--- config.mk ---
export PLATFORM = sky130hd
export DESIGN_NAME = btc_miner_job_sched
export DESIGN_NICKNAME = d
export VERILOG_FILES = /design/src/rtl/btc_miner_pkg.sv /design/src/rtl/btc_miner_job_sched_fifo.sv /design/src/rtl/btc_miner_job_sched.sv
export SDC_FILE = /design/constraint.sdc
export NUM_CORES = 1
export LEC_CHECK = 0
export CELL_PAD_IN_SITES_DETAIL_PLACEMENT = 1
export CELL_PAD_IN_SITES_GLOBAL_PLACEMENT = 2
export CORE_MARGIN = 2
export CORE_UTILIZATION = 33
export CTS_CLUSTER_SIZE = 24
export DETAILED_ROUTE_END_ITERATION = 10
export PLACE_DENSITY = 0.82
export SLEW_MARGIN = 25
export SYNTH_ARGS = -nofsm -noshare
export SYNTH_HDL_FRONTEND = slang
export SYNTH_SLANG_ARGS = --single-unit
--- constraint.sdc ---
create_clock -name clk -period 8.4 [get_ports clk]
set_input_delay 1.68 -clock clk [delete_from_list [all_inputs] [get_ports clk]]
set_output_delay 1.68 -clock clk [all_outputs]
set_load 0.05 [all_outputs]
--- src/rtl/btc_miner_pkg.sv ---
// Shared types and helpers for the mining-job scheduler and its found-nonce FIFO.
package btc_miner_pkg;

  localparam int NONCE_W = 32;

  typedef enum logic [1:0] {IDLE, ISSUE, RUN, ADVANCE} sched_state_e;

  // Last nonce of the chunk starting at cursor; 33-bit math so the clamp never wraps.
  function automatic logic [NONCE_W-1:0] chunk_end(
    input logic [NONCE_W-1:0] cursor,
    input logic [NONCE_W-1:0] job_last,
    input logic               wraps,
    input int unsigned        log2
  );
    logic [NONCE_W:0] span_end;
    logic [NONCE_W:0] target;
    span_end = {1'b0, cursor} + ((33'd1 << log2) - 33'd1);
    target   = (wraps && (cursor > job_last)) ? {1'b0, {NONCE_W{1'b1}}} : {1'b0, job_last};
    return (span_end < target) ? span_end[NONCE_W-1:0] : target[NONCE_W-1:0];
  endfunction

endpackage

--- src/rtl/btc_miner_job_sched_fifo.sv ---
// Synchronous first-word-fall-through FIFO holding nonces reported by the core.
module btc_nonce_fifo #(
  parameter int unsigned WIDTH = 32,
  parameter int unsigned DEPTH = 4
) (
  input  logic             clk,
  input  logic             rst,
  input  logic             push,
  input  logic [WIDTH-1:0] push_data,
  input  logic             pop,
  output logic [WIDTH-1:0] rd_data,
  output logic             full,
  output logic             empty
);

  localparam int unsigned AW = $clog2(DEPTH);

  logic [AW:0]      wr_ptr_q, wr_ptr_d;
  logic [AW:0]      rd_ptr_q, rd_ptr_d;
  logic [WIDTH-1:0] mem_q [DEPTH];
  logic [WIDTH-1:0] mem_d [DEPTH];
  logic             do_push, do_pop;

  assign empty   = (wr_ptr_q == rd_ptr_q);
  assign full    = (wr_ptr_q[AW] != rd_ptr_q[AW]) && (wr_ptr_q[AW-1:0] == rd_ptr_q[AW-1:0]);
  assign do_pop  = pop && !empty;
  // A same-cycle pop frees the head slot, so a push while full still lands.
  assign do_push = push && (!full || do_pop);
  assign rd_data = mem_q[rd_ptr_q[AW-1:0]];

  always_comb begin
    mem_d    = mem_q;
    wr_ptr_d = wr_ptr_q;
    rd_ptr_d = rd_ptr_q;
    if (do_push) begin
      mem_d[wr_ptr_q[AW-1:0]] = push_data;
      wr_ptr_d                = wr_ptr_q + (AW+1)'(1);
    end
    if (do_pop) begin
      rd_ptr_d = rd_ptr_q + (AW+1)'(1);
    end
  end

  always_ff @(posedge clk) begin
    if (rst) begin
      wr_ptr_q <= '0;
      rd_ptr_q <= '0;
      mem_q    <= '{default: '0};
    end else begin
      wr_ptr_q <= wr_ptr_d;
      rd_ptr_q <= rd_ptr_d;
      mem_q    <= mem_d;
    end
  end

endmodule

--- src/rtl/btc_miner_job_sched.sv ---
// Splits a host nonce range into fixed-size chunks, runs the core once per chunk,
// and collects found nonces in a small FIFO with timeout/overflow status.
module btc_miner_job_sched
  import btc_miner_pkg::*;
#(
  parameter int unsigned CHUNK_LOG2  = 16,
  parameter int unsigned FIFO_DEPTH  = 4,
  parameter int unsigned TIMEOUT_CYC = 2**20
) (
  input  logic               clk,
  input  logic               rst,
  input  logic               job_valid,
  output logic               job_ready,
  input  logic [NONCE_W-1:0] job_nonce_first,
  input  logic [NONCE_W-1:0] job_nonce_last,
  input  logic               job_abort,
  output logic               core_start,
  output logic [NONCE_W-1:0] core_nonce_base,
  output logic [NONCE_W-1:0] core_nonce_last,
  output logic               core_abort,
  input  logic               core_done,
  input  logic               core_found,
  input  logic [NONCE_W-1:0] core_found_nonce,
  output logic               fifo_valid,
  output logic [NONCE_W-1:0] fifo_nonce,
  input  logic               fifo_pop,
  output logic               busy,
  output logic [31:0]        chunk_count,
  output logic               sts_timeout,
  output logic               sts_overflow
);

  sched_state_e       state_q, state_d;
  logic [NONCE_W-1:0] job_last_q, job_last_d;
  logic [NONCE_W-1:0] cursor_q, cursor_d;
  logic [NONCE_W-1:0] base_q, base_d;
  logic [NONCE_W-1:0] clast_q, clast_d;
  logic [31:0]        chunk_count_q, chunk_count_d;
  logic [31:0]        wd_q, wd_d;
  logic               wraps_q, wraps_d;
  logic               job_ready_q, job_ready_d;
  logic               core_start_q, core_start_d;
  logic               core_abort_q, core_abort_d;
  logic               busy_q, busy_d;
  logic               sts_timeout_q, sts_timeout_d;
  logic               sts_overflow_q, sts_overflow_d;
  logic               fifo_full, fifo_empty;
  logic               overflow_evt;
  logic [NONCE_W-1:0] next_cursor;

  btc_nonce_fifo #(.WIDTH(NONCE_W), .DEPTH(FIFO_DEPTH)) u_fifo (
    .clk       (clk),
    .rst       (rst),
    .push      (core_found),
    .push_data (core_found_nonce),
    .pop       (fifo_pop),
    .rd_data   (fifo_nonce),
    .full      (fifo_full),
    .empty     (fifo_empty)
  );

  assign overflow_evt = core_found && fifo_full && !fifo_pop;
  assign next_cursor  = clast_q + 32'd1;

  always_comb begin
    state_d        = state_q;
    job_last_d     = job_last_q;
    cursor_d       = cursor_q;
    base_d         = base_q;
    clast_d        = clast_q;
    chunk_count_d  = chunk_count_q;
    wd_d           = wd_q;
    wraps_d        = wraps_q;
    job_ready_d    = 1'b0;
    core_start_d   = 1'b0;
    core_abort_d   = 1'b0;
    sts_timeout_d  = sts_timeout_q;
    sts_overflow_d = sts_overflow_q | overflow_evt;
    case (state_q)
      IDLE: begin
        // job_ready rises one cycle after IDLE is entered, giving the host a settled view.
        job_ready_d = 1'b1;
        if (job_valid && job_ready_q) begin
          job_ready_d    = 1'b0;
          job_last_d     = job_nonce_last;
          wraps_d        = job_nonce_first > job_nonce_last;
          cursor_d       = job_nonce_first;
          base_d         = job_nonce_first;
          clast_d        = chunk_end(job_nonce_first, job_nonce_last,
                                     job_nonce_first > job_nonce_last, CHUNK_LOG2);
          chunk_count_d  = '0;
          sts_timeout_d  = 1'b0;
          sts_overflow_d = overflow_evt;
          core_start_d   = 1'b1;
          state_d        = ISSUE;
        end
      end
      ISSUE: begin
        wd_d    = 32'd1;
        state_d = job_abort ? IDLE : RUN;
      end
      RUN: begin
        if (job_abort) begin
          core_abort_d = 1'b1;
          state_d      = IDLE;
        end else if (core_done) begin
          state_d = ADVANCE;
        end else if ((TIMEOUT_CYC != 0) && (wd_q >= 32'(TIMEOUT_CYC - 1))) begin
          core_abort_d  = 1'b1;
          sts_timeout_d = 1'b1;
          state_d       = IDLE;
        end else begin
          wd_d = wd_q + 32'd1;
        end
      end
      ADVANCE: begin
        chunk_count_d = chunk_count_q + 32'd1;
        if (job_abort || (clast_q == job_last_q)) begin
          state_d = IDLE;
        end else begin
          cursor_d     = next_cursor;
          base_d       = next_cursor;
          clast_d      = chunk_end(next_cursor, job_last_q, wraps_q, CHUNK_LOG2);
          core_start_d = 1'b1;
          state_d      = ISSUE;
        end
      end
      default: state_d = IDLE;
    endcase
    busy_d = (state_d != IDLE);
  end

  always_ff @(posedge clk) begin
    if (rst) begin
      state_q        <= IDLE;
      job_last_q     <= '0;
      cursor_q       <= '0;
      base_q         <= '0;
      clast_q        <= '0;
      chunk_count_q  <= '0;
      wd_q           <= '0;
      wraps_q        <= 1'b0;
      job_ready_q    <= 1'b1;
      core_start_q   <= 1'b0;
      core_abort_q   <= 1'b0;
      busy_q         <= 1'b0;
      sts_timeout_q  <= 1'b0;
      sts_overflow_q <= 1'b0;
    end else begin
      state_q        <= state_d;
      job_last_q     <= job_last_d;
      cursor_q       <= cursor_d;
      base_q         <= base_d;
      clast_q        <= clast_d;
      chunk_count_q  <= chunk_count_d;
      wd_q           <= wd_d;
      wraps_q        <= wraps_d;
      job_ready_q    <= job_ready_d;
      core_start_q   <= core_start_d;
      core_abort_q   <= core_abort_d;
      busy_q         <= busy_d;
      sts_timeout_q  <= sts_timeout_d;
      sts_overflow_q <= sts_overflow_d;
    end
  end

  assign job_ready       = job_ready_q;
  assign core_start      = core_start_q;
  assign core_nonce_base = base_q;
  assign core_nonce_last = clast_q;
  assign core_abort      = core_abort_q;
  assign busy            = busy_q;
  assign chunk_count     = chunk_count_q;
  assign sts_timeout     = sts_timeout_q;
  assign sts_overflow    = sts_overflow_q;
  assign fifo_valid      = !fifo_empty;

endmodule

**After elaboration in Yosys (flattened, before gate mapping)**

Cells that the tools add are included.

- Bits in registers: 303
- Input bits: 103
- Output and inout port bits: 135
- Logic and storage cells: 119

- Add/subtract/negate cells: 7
- Magnitude comparators: 8
- Eq/ne operators: 13
- Mux-type cells: 44
- Bitwise operators: 4
- Reductions and logical operators: 24

Operators with widths:

| operator | number |
|---|---|
| two-way mux 32 bit | 15 |
| one-hot mux 32 bit (2 select lines) | 4 |
| bitwise mux 128 bit | 1 |
| adder 32 x 1 -> 32 bit, second input constant | 3 |
| adder 32 x 16 -> 33 bit, second input constant | 2 |
| < comparator 33 x 32 -> 1 bit | 2 |
| binary-select mux 32 bit (select 2 bit) | 1 |
| demux 32 bit (select 2 bit) | 1 |
| > comparator 32 bit | 2 |
| equality test 32 bit | 1 |
| >= comparator 32 x 20 -> 1 bit, second input constant | 1 |
| two-way mux 1 bit | 14 |
| inequality test 2 bit, second input constant | 6 |
| two-way mux 2 bit | 5 |
| logical AND 1 bit | 8 |
| one-hot mux 2 bit (4 select lines) | 1 |
| nonzero test 2 bit | 4 |
| adder 3 x 1 -> 3 bit, second input constant | 2 |
| >= comparator 3 bit, second input constant | 2 |
| NOT 2 -> 3 bit | 2 |
| AND reduction 5 bit | 1 |
| equality test 2 bit, second input constant | 2 |
| one-hot mux 1 bit (2 select lines) | 2 |
| AND reduction 2 bit | 2 |
| 13 further kinds | 16 |

**Longest topological paths before layout**

- Word-level depth: 8
- Mapped depth: 29
- Mapped depth without buffers: 24

**Modules after synthesis**

A second synthesis with hierarchy kept.

- Cell total of the unflattened synthesis: 2343
- Area total of the unflattened synthesis: 20105.5 µm²

By module, submodules not included:

| module | times used | cells an instance | area an instance (µm²) | sequential area each (µm²) |
|---|---|---|---|---|
| btc_miner_job_sched | 1 | 1812 | 13553.0 | 3383.2 |
| btc_nonce_fifo | 1 | 531 | 6552.5 | 2682.6 |

**Worst setup path before layout**

Ideal clock, no wire load.

- Path type: register to register
- From: register clast_q[0] (netlist: core_nonce_last[0])
- To: register clast_q[24] (netlist: core_nonce_last[24])
- Library setup time: 0.133 ns
- Data arrival time: 6.239 ns
- Required time: 8.267 ns
- Setup slack: 2.027 ns
- Stages on the path, launching flop included: 28
- Buffers on the path: 5
- Clock period less this slack: 6.373 ns
- Path through: dfxtp_1 > ha_1 > buf_2 > and3_1 > clkbuf_1 > nand4_1 > nor2_1 > nand3_1 > xor2_1 > inv_1 > ha_1 > nand4_1 > or4_1 > o31ai_1 > clkbuf_1 > nor2_1 > ha_1 > a21oi_1 > o211ai_1 > nor4_1 > a21oi_1 > a311oi_1 > o211a_1 > clkbuf_1 > clkbuf_1 > a21oi_1 > a211oi_1 > a211oi_1

- Cells in the longest elaborated chain, start to end: 8

Ends and longest elaborated chain:

| item | RTL line | source |
|---|---|---|
| from (decl) | btc_miner_job_sched.sv:37 | `logic [NONCE_W-1:0] clast_q, clast_d;` |
| from (signal assigned) | btc_miner_job_sched.sv:154 | `clast_q <= clast_d;` |
| adder 32 x 1 -> 32 bit | btc_miner_job_sched.sv:63 | `assign next_cursor = clast_q + 32'd1;` |
| > comparator 32 bit | btc_miner_pkg.sv:18 | `target = (wraps && (cursor > job_last)) ? {1'b0, {NONCE_W{1'b1}}} : {1'b0, job_last};` |
| logical AND 1 bit | btc_miner_pkg.sv:18 |  |
| two-way mux 32 bit | btc_miner_pkg.sv:18 |  |
| < comparator 33 x 32 -> 1 bit | btc_miner_pkg.sv:19 | `return (span_end < target) ? span_end[NONCE_W-1:0] : target[NONCE_W-1:0];` |
| two-way mux 32 bit | btc_miner_pkg.sv:19 |  |
| two-way mux 32 bit | btc_miner_job_sched.sv:118 | `if (job_abort \|\| (clast_q == job_last_q)) begin` |
| one-hot mux 32 bit (2 select lines) | btc_miner_job_sched.sv:79 | `case (state_q)` |

Parallel ways exist; a longest one is shown, timed or not. The select of a mux whose other input is x is not followed.
A chain may end at the register's enable or synchronous reset.

**Final worst setup path**

- From: register clast_q[1] (netlist: core_nonce_last[1])
- To: register clast_q[8] (netlist: core_nonce_last[8])

The elaborated chain is that of the path after synthesis.

==> results.yml <==
run_status:
  status: "finished, final reports clean"
route:
  drt_iter0_drc: 1318
  antenna_left: 0
  via_per_inst: 5.55
  drc_errors: 0
  vias: 19000
  avgRoutedWirePerCell_um: 23.0
  drt_first_pass_iters: 6
  wl_mm: 78.9
run:
  maxCapViolCount: 0
floorplanning:
  fp.dieH_um: 245
  die_w_um: 245
  core_area_um2: 57500
  start_util_pct: 33.3
  fp.dieArea_um2: 59900
  rows: 88
  ios: 238
global_routing:
  antenna_found_initial: 11
  grt_max_degree: 85
  grt_pass1_vias: 19900
  grt_pass1_wl_mm: 121
  grt_overflow_total: 0
  grt_usage_pct: 25.9
yosys:
  synth-seq-area-share_pct: 31.7
  syn_nets: 2714
  ys_seq_elements: 303
  yosys.area.top_type: "dfxtp_1"
  synth_top_area_share_pct: 31.7
  synthTopCellsByArea: "dfxtp_1, ha_1, nand2_1"
  yosys_warnings: 0
  synth_edf_count: 0
  synthArstFlopShare_pct: 0
  synth.distinct_cells: 79
  postSynthCellCount: 2471
  synth_area_um2: 19100
  syn_avg_cell_area_um2: 7.73
  ys.flop_type: "dfxtp_1"
timing:
  maxSlewViolCount: 0
  min_period_ns: 7.85
  rsz0062_at_grt: "no"
  skew_ns: 0.0218
  setup_viol: 0
  worstMarginPinSlew_ns: 1.04
  period_share_pct: 93.4
  max-slew-margin-rel_pct: 30.7
  final_hold_viol_count: 0
  tns_ns: 0
  timing.fmax_mhz: 127
clock_network:
  worstSkewPairLatency_ns: 0.56
  cts_made_buffers: 38
  cts_tree: "yes"
  clockRootBuffer: "clkbuf_16"
  clkSlewWorstSetupHoldPaths_ns: 0.07
  clk_path_buf_depth: 3
  numClockSinks: 303
  h-tree-depth: 2
placement:
  io_buffers: 237
  placed_area_um2: 22100
  place.detailed.hpwl_mm: 59.2
  gp_congestion: 0.932
finish:
  fin_area_um2: 23500
  nFillCells: 6962
  nets: 2872
  area_growth_syn_to_layout_pct: 22.8
  drive_gt1_share_pct: 6.74
pwr:
  p_leak_nw: 8.68
  vdd_drop_max_uv: 148
  powerDensity_nw_per_um2: 214
critical_path:
  start_kind: "flip-flop"
  cp_max_fo: 19
  worstSetupPathType: "reg2reg"
  ff2ff_path_depth: 26
  critPathArrivalTime_ns: 8.31
  crit_required_ns: 8.86
  cp-end-kind: "flip-flop"
min_path:
  hold_path.class: "reg2reg"
  holdPathStages: 2
## where the power goes
group | internal (W) | switching, W
Sequential | 0.00152 | 0.000120
Combinational | 0.000556 | 0.00106
Clock | 0.00106 | 0.000697
## routing by layer
layer	vias to the layer above	track usage, %	part of all wire [%]
li1	8984	-	-
met4	16	6.78	2.2
met1	9422	34.4	45
met5	-	0	0.14
met2	482	42.7	47
met3	109	5.12	6.4
## state kept, by name, summed over array words and instances (netlist names), 2 cells and up
signal           count
job_last_q          32
chunk_count         32
state_q              2
u_fifo.rd_ptr_q      3
wd_q                32
u_fifo.mem_q       128
core_nonce_last     32
core_nonce_base     32
u_fifo.wr_ptr_q      3
## layout make-up
cell class	count	area, um^2	share of cell area, %
Sequential cell	303	6070	25.9
Clock buffer	46	1020	4.36
Antenna cell	3	7.51	0.0320
Inverter	105	394	1.68
Multi-Input combinational cell	1904	12100	51.4
Clock inverter	20	288	1.23
Tap cell	765	957	4.08
Timing Repair Buffer	277	2670	11.4
## metrics by stage
stage	util, %	setup slack (ns)	instances	power (W)	hold slack (ns)
after detailed placement	38.5	0.355	3351	0.00326	0.448
after global placement	38.5	0.376	3351	0.00323	0.438
after floorplan	-	2.03	2471	0.00267	0.433
final	40.8	0.553	3423	0.00501	0.454
after global routing	40.8	0.0400	3421	0.00524	0.470
after CTS	40.8	0.340	3417	0.00503	0.458
## placed cells by master (no fill, tap or decap), types with 10 or more instances in the layout
cell | synthesis | routed
o21ai_0 | 75 | 74
a21o_1 | 10 | 10
dfxtp_1 | 303 | 302
and2_1 | 14 | 10
and4_1 | 20 | 20
and3_1 | 26 | 26
clkbuf_16 | 0 | 39
o211ai_1 | 13 | 13
inv_1 | 105 | 105
nand3_1 | 73 | 73
xnor2_1 | 95 | 95
mux4_2 | 32 | 32
or3_1 | 36 | 36
nor2b_1 | 12 | 12
nand4_1 | 65 | 65
nor2_1 | 245 | 245
a211oi_1 | 44 | 44
a31oi_1 | 36 | 36
ha_1 | 140 | 138
a21oi_1 | 274 | 273
buf_4 | 4 | 40
nor4_1 | 20 | 19
nand2_1 | 430 | 425
nor3_1 | 41 | 41
xor2_1 | 71 | 71
clkdlybuf4s50_1 | 0 | 236
## cells in the mapped netlist, drive strengths merged (26+ instances only)
library cell and count:
a211oi 45, a21oi 274, a31oi 36, and3 26, buf 41, clkbuf 118, dfxtp 303, ha 140
inv 105, mux4 32, nand2 430, nand3 74, nand4 68, nor2 246, nor3 41, o21ai 76
or3 36, xnor2 96, xor2 71
## critical path: stages (launching register included)
cell and delay [ns]:
dfxtp_1 0.68, ha_2 0.47, and3_1 0.33, nand4_1 0.29, nor2_1 0.35, nand4_1 0.16, xor2_1 0.41, inv_1 0.15
ha_1 0.30, nand4_1 0.13, or4_1 0.59, o21ai_0 0.40, a31o_2 0.21, o31ai_4 0.18, buf_4 0.23, nor2_1 0.17
ha_1 0.19, nand4_1 0.17, nor4_1 0.49, o21ai_0 0.17, o21ai_0 0.24, o21ai_0 0.13, o211a_1 0.26, and2_4 0.29
buf_4 0.22, or3_1 0.32, a31oi_1 0.21
## repair_timing
| item | in CTS | in global routing |
|---|---|---|
| gates resized for setup | 0 | 1 |
| hold buffers | 0 | 0 |
| setup endpoints to repair | 0 | 20 |
| setup buffers | 0 | 3 |
## logic make-up (layout without fill, tap and decap cells)
group	after synthesis	count (layout)	share of synthesized area, %
flops	303	303	31.7
xor+xnor	167	167	7.69
fa+ha+maj	140	140	9.17
buf+inv	264	448	5.47
mux	40	40	4.22
other cells	0	3	0
compound gates	535	535	17.0
simple gates	1022	1022	24.7
## final timing paths
check / startpoint / endpoint / slack, ns
max: core_nonce_last[1] / core_nonce_last[8] / 0.55
max reg2reg: core_nonce_last[1] / core_nonce_last[8] / 0.55
min: u_fifo.mem_q[3] / u_fifo.mem_q[3] / 0.45
min reg2reg: u_fifo.mem_q[3] / u_fifo.mem_q[3] / 0.45
(Power assumes the default switching activity.)
==> edit (same flow settings) <==
Re-encode `sched_state_e` (4 states) as one-hot, 4 bits wide.
--- a/src/rtl/btc_miner_pkg.sv
+++ b/src/rtl/btc_miner_pkg.sv
@@ -4,5 +4,5 @@
   localparam int NONCE_W = 32;
 
-  typedef enum logic [1:0] {IDLE, ISSUE, RUN, ADVANCE} sched_state_e;
+  typedef enum logic [3:0] {IDLE = 4'b0001, ISSUE = 4'b0010, RUN = 4'b0100, ADVANCE = 4'b1000} sched_state_e;
 
   // Last nonce of the chunk starting at cursor; 33-bit math so the clamp never wraps.
Formal check against the unedited RTL: same outputs for any inputs over 4 cycles, from zero or initial values and one cycle with rst high; so few cycles prove little.
==> edit against the original RTL <==
  * Hold slack worse by 0.0036 ns
  * Cell count rose by 2.0%
  * Critical endpoint is now core_nonce_last[7]
  * Area after synthesis increased by 1.7%
  * Power is 3.0% lower
  * Routed wire length shrank 4.2%
  * Worst setup slack improved by 0.15 ns
  * Sequential cell count up 2
  * Cell area grew 2.1%
  * Highest routed layer unchanged
==> edit: results (changes against the original RTL) <==
Finish
  • Fraction of area in multi-input gates: 51.14% (-0.25 points)
  • Buffers excl. clock: 304 (+9.7%)
  • Non-CTS inverters: 137 (+30%)
  • Clock buffer count in the final layout: 54 (+17%)
  • Antenna cell count: 0 (-3)
  • Multi-input combinational cell count: 1914 (+0.53%)
  • Layout buffering overhead excluding clock cells: 12.17% (+0.78 points)
  • Fraction of final layout cells sized beyond drive strength 1: 8.917% (+2.2 points)

Detailed routing
  • Iteration count of the initial detailed-routing pass: 5 (-1)
  • Drt initial violations: 1138 (-14%)
  • Number of vias per cell: 5.464 (-1.6%)

Yosys
  • Leading cell types by total area after synthesis: sky130_fd_sc_hd__dfxtp_1, sky130_fd_sc_hd__nand2_1, sky130_fd_sc_hd__ha_1
  • Sequential fraction of the synthesis area: 31.43% (-0.32 points)
  • Post-Synthesis Net Count: 2744 (+1.1%)
  • Post-synth cell types: 82 (+3.8%)

Critical path
  • Worst path depth: 24 (-7.7%)
  • Crit Reg-Reg Endpoint: core_nonce_last[7]
  • Data arrival time of the critical path: 8.11 ns (-0.20 ns)
  • Crit-path max FO: 29 (+10)
  • Max incr delay on CP: 0.60 ns (-0.08 ns)
  • Reg2reg setup slack: 0.70 ns (+0.15 ns)

Placed design
  • Worst setup slack before clock tree synthesis: 0.8982 ns (+0.5435 ns)
  • Final HPWL DP: 56760 µm (-4.1%)

STA
  • Transition time at the pin with the least slew margin: 1.026 ns (-0.01256 ns)
  • Final period utilization: 91.63% (-1.8 points)

Pwr
  • Static Leakage: 9.305 nW (+7.2%)
  • Worst vdd ir: 137.8 µV (-6.7%)
  • Part of the total power dissipated in combinational logic: 33.5% (+1.3 points)

CTS
  • Clock buffers created by TritonCTS: 37 (-2.6%)

Outcome
  • Outcome: finished, final reports clean

GRT
  • Via count of the first global-routing pass: 19586 (-1.4%)
  • Aggregate global-route resource usage: 24.55% (-1.3 points)
  • Maximum number of pins on one net before global-route repair: 103 (+21%)

Worst hold path
  • Endpoint, Worst Hold: core_nonce_base[3]
  • Hold path startpoint: core_nonce_base[3]
[edit: cell families after synthesis]
kind of cell	share of synthesized area (%)
buf+inv	5.783
simple gates	25.59
compound gates	15.96
fa+ha+maj	8.758
mux	5.950
xor+xnor	6.530
flops	31.43
[edit: metrics by stage]
stage / instances / power [W] / utilization (%) / hold slack, ns / instance area [µm²]
after floorplan: 2505 / 0.002637 / - / 0.4302 / 19430
after global placement: 3425 / 0.003225 / 39.27 / 0.4381 / 22740
after detailed placement: 3425 / 0.003262 / 39.28 / 0.4445 / 22750
after CTS: 3490 / 0.004895 / 41.38 / 0.4519 / 23960
after global routing: 3490 / 0.005087 / 41.38 / 0.4743 / 23970
final: 3490 / 0.004864 / 41.38 / 0.4504 / 23970
[edit: metal layers]
layer	GRT usage, %	up-vias	share of wire, %
li1	-	9098	-
met1	34.55	9420	48
met2	38.95	451	45
met3	3.766	99	5.2
met4	6.573	2	2.3
met5	0	-	0.017
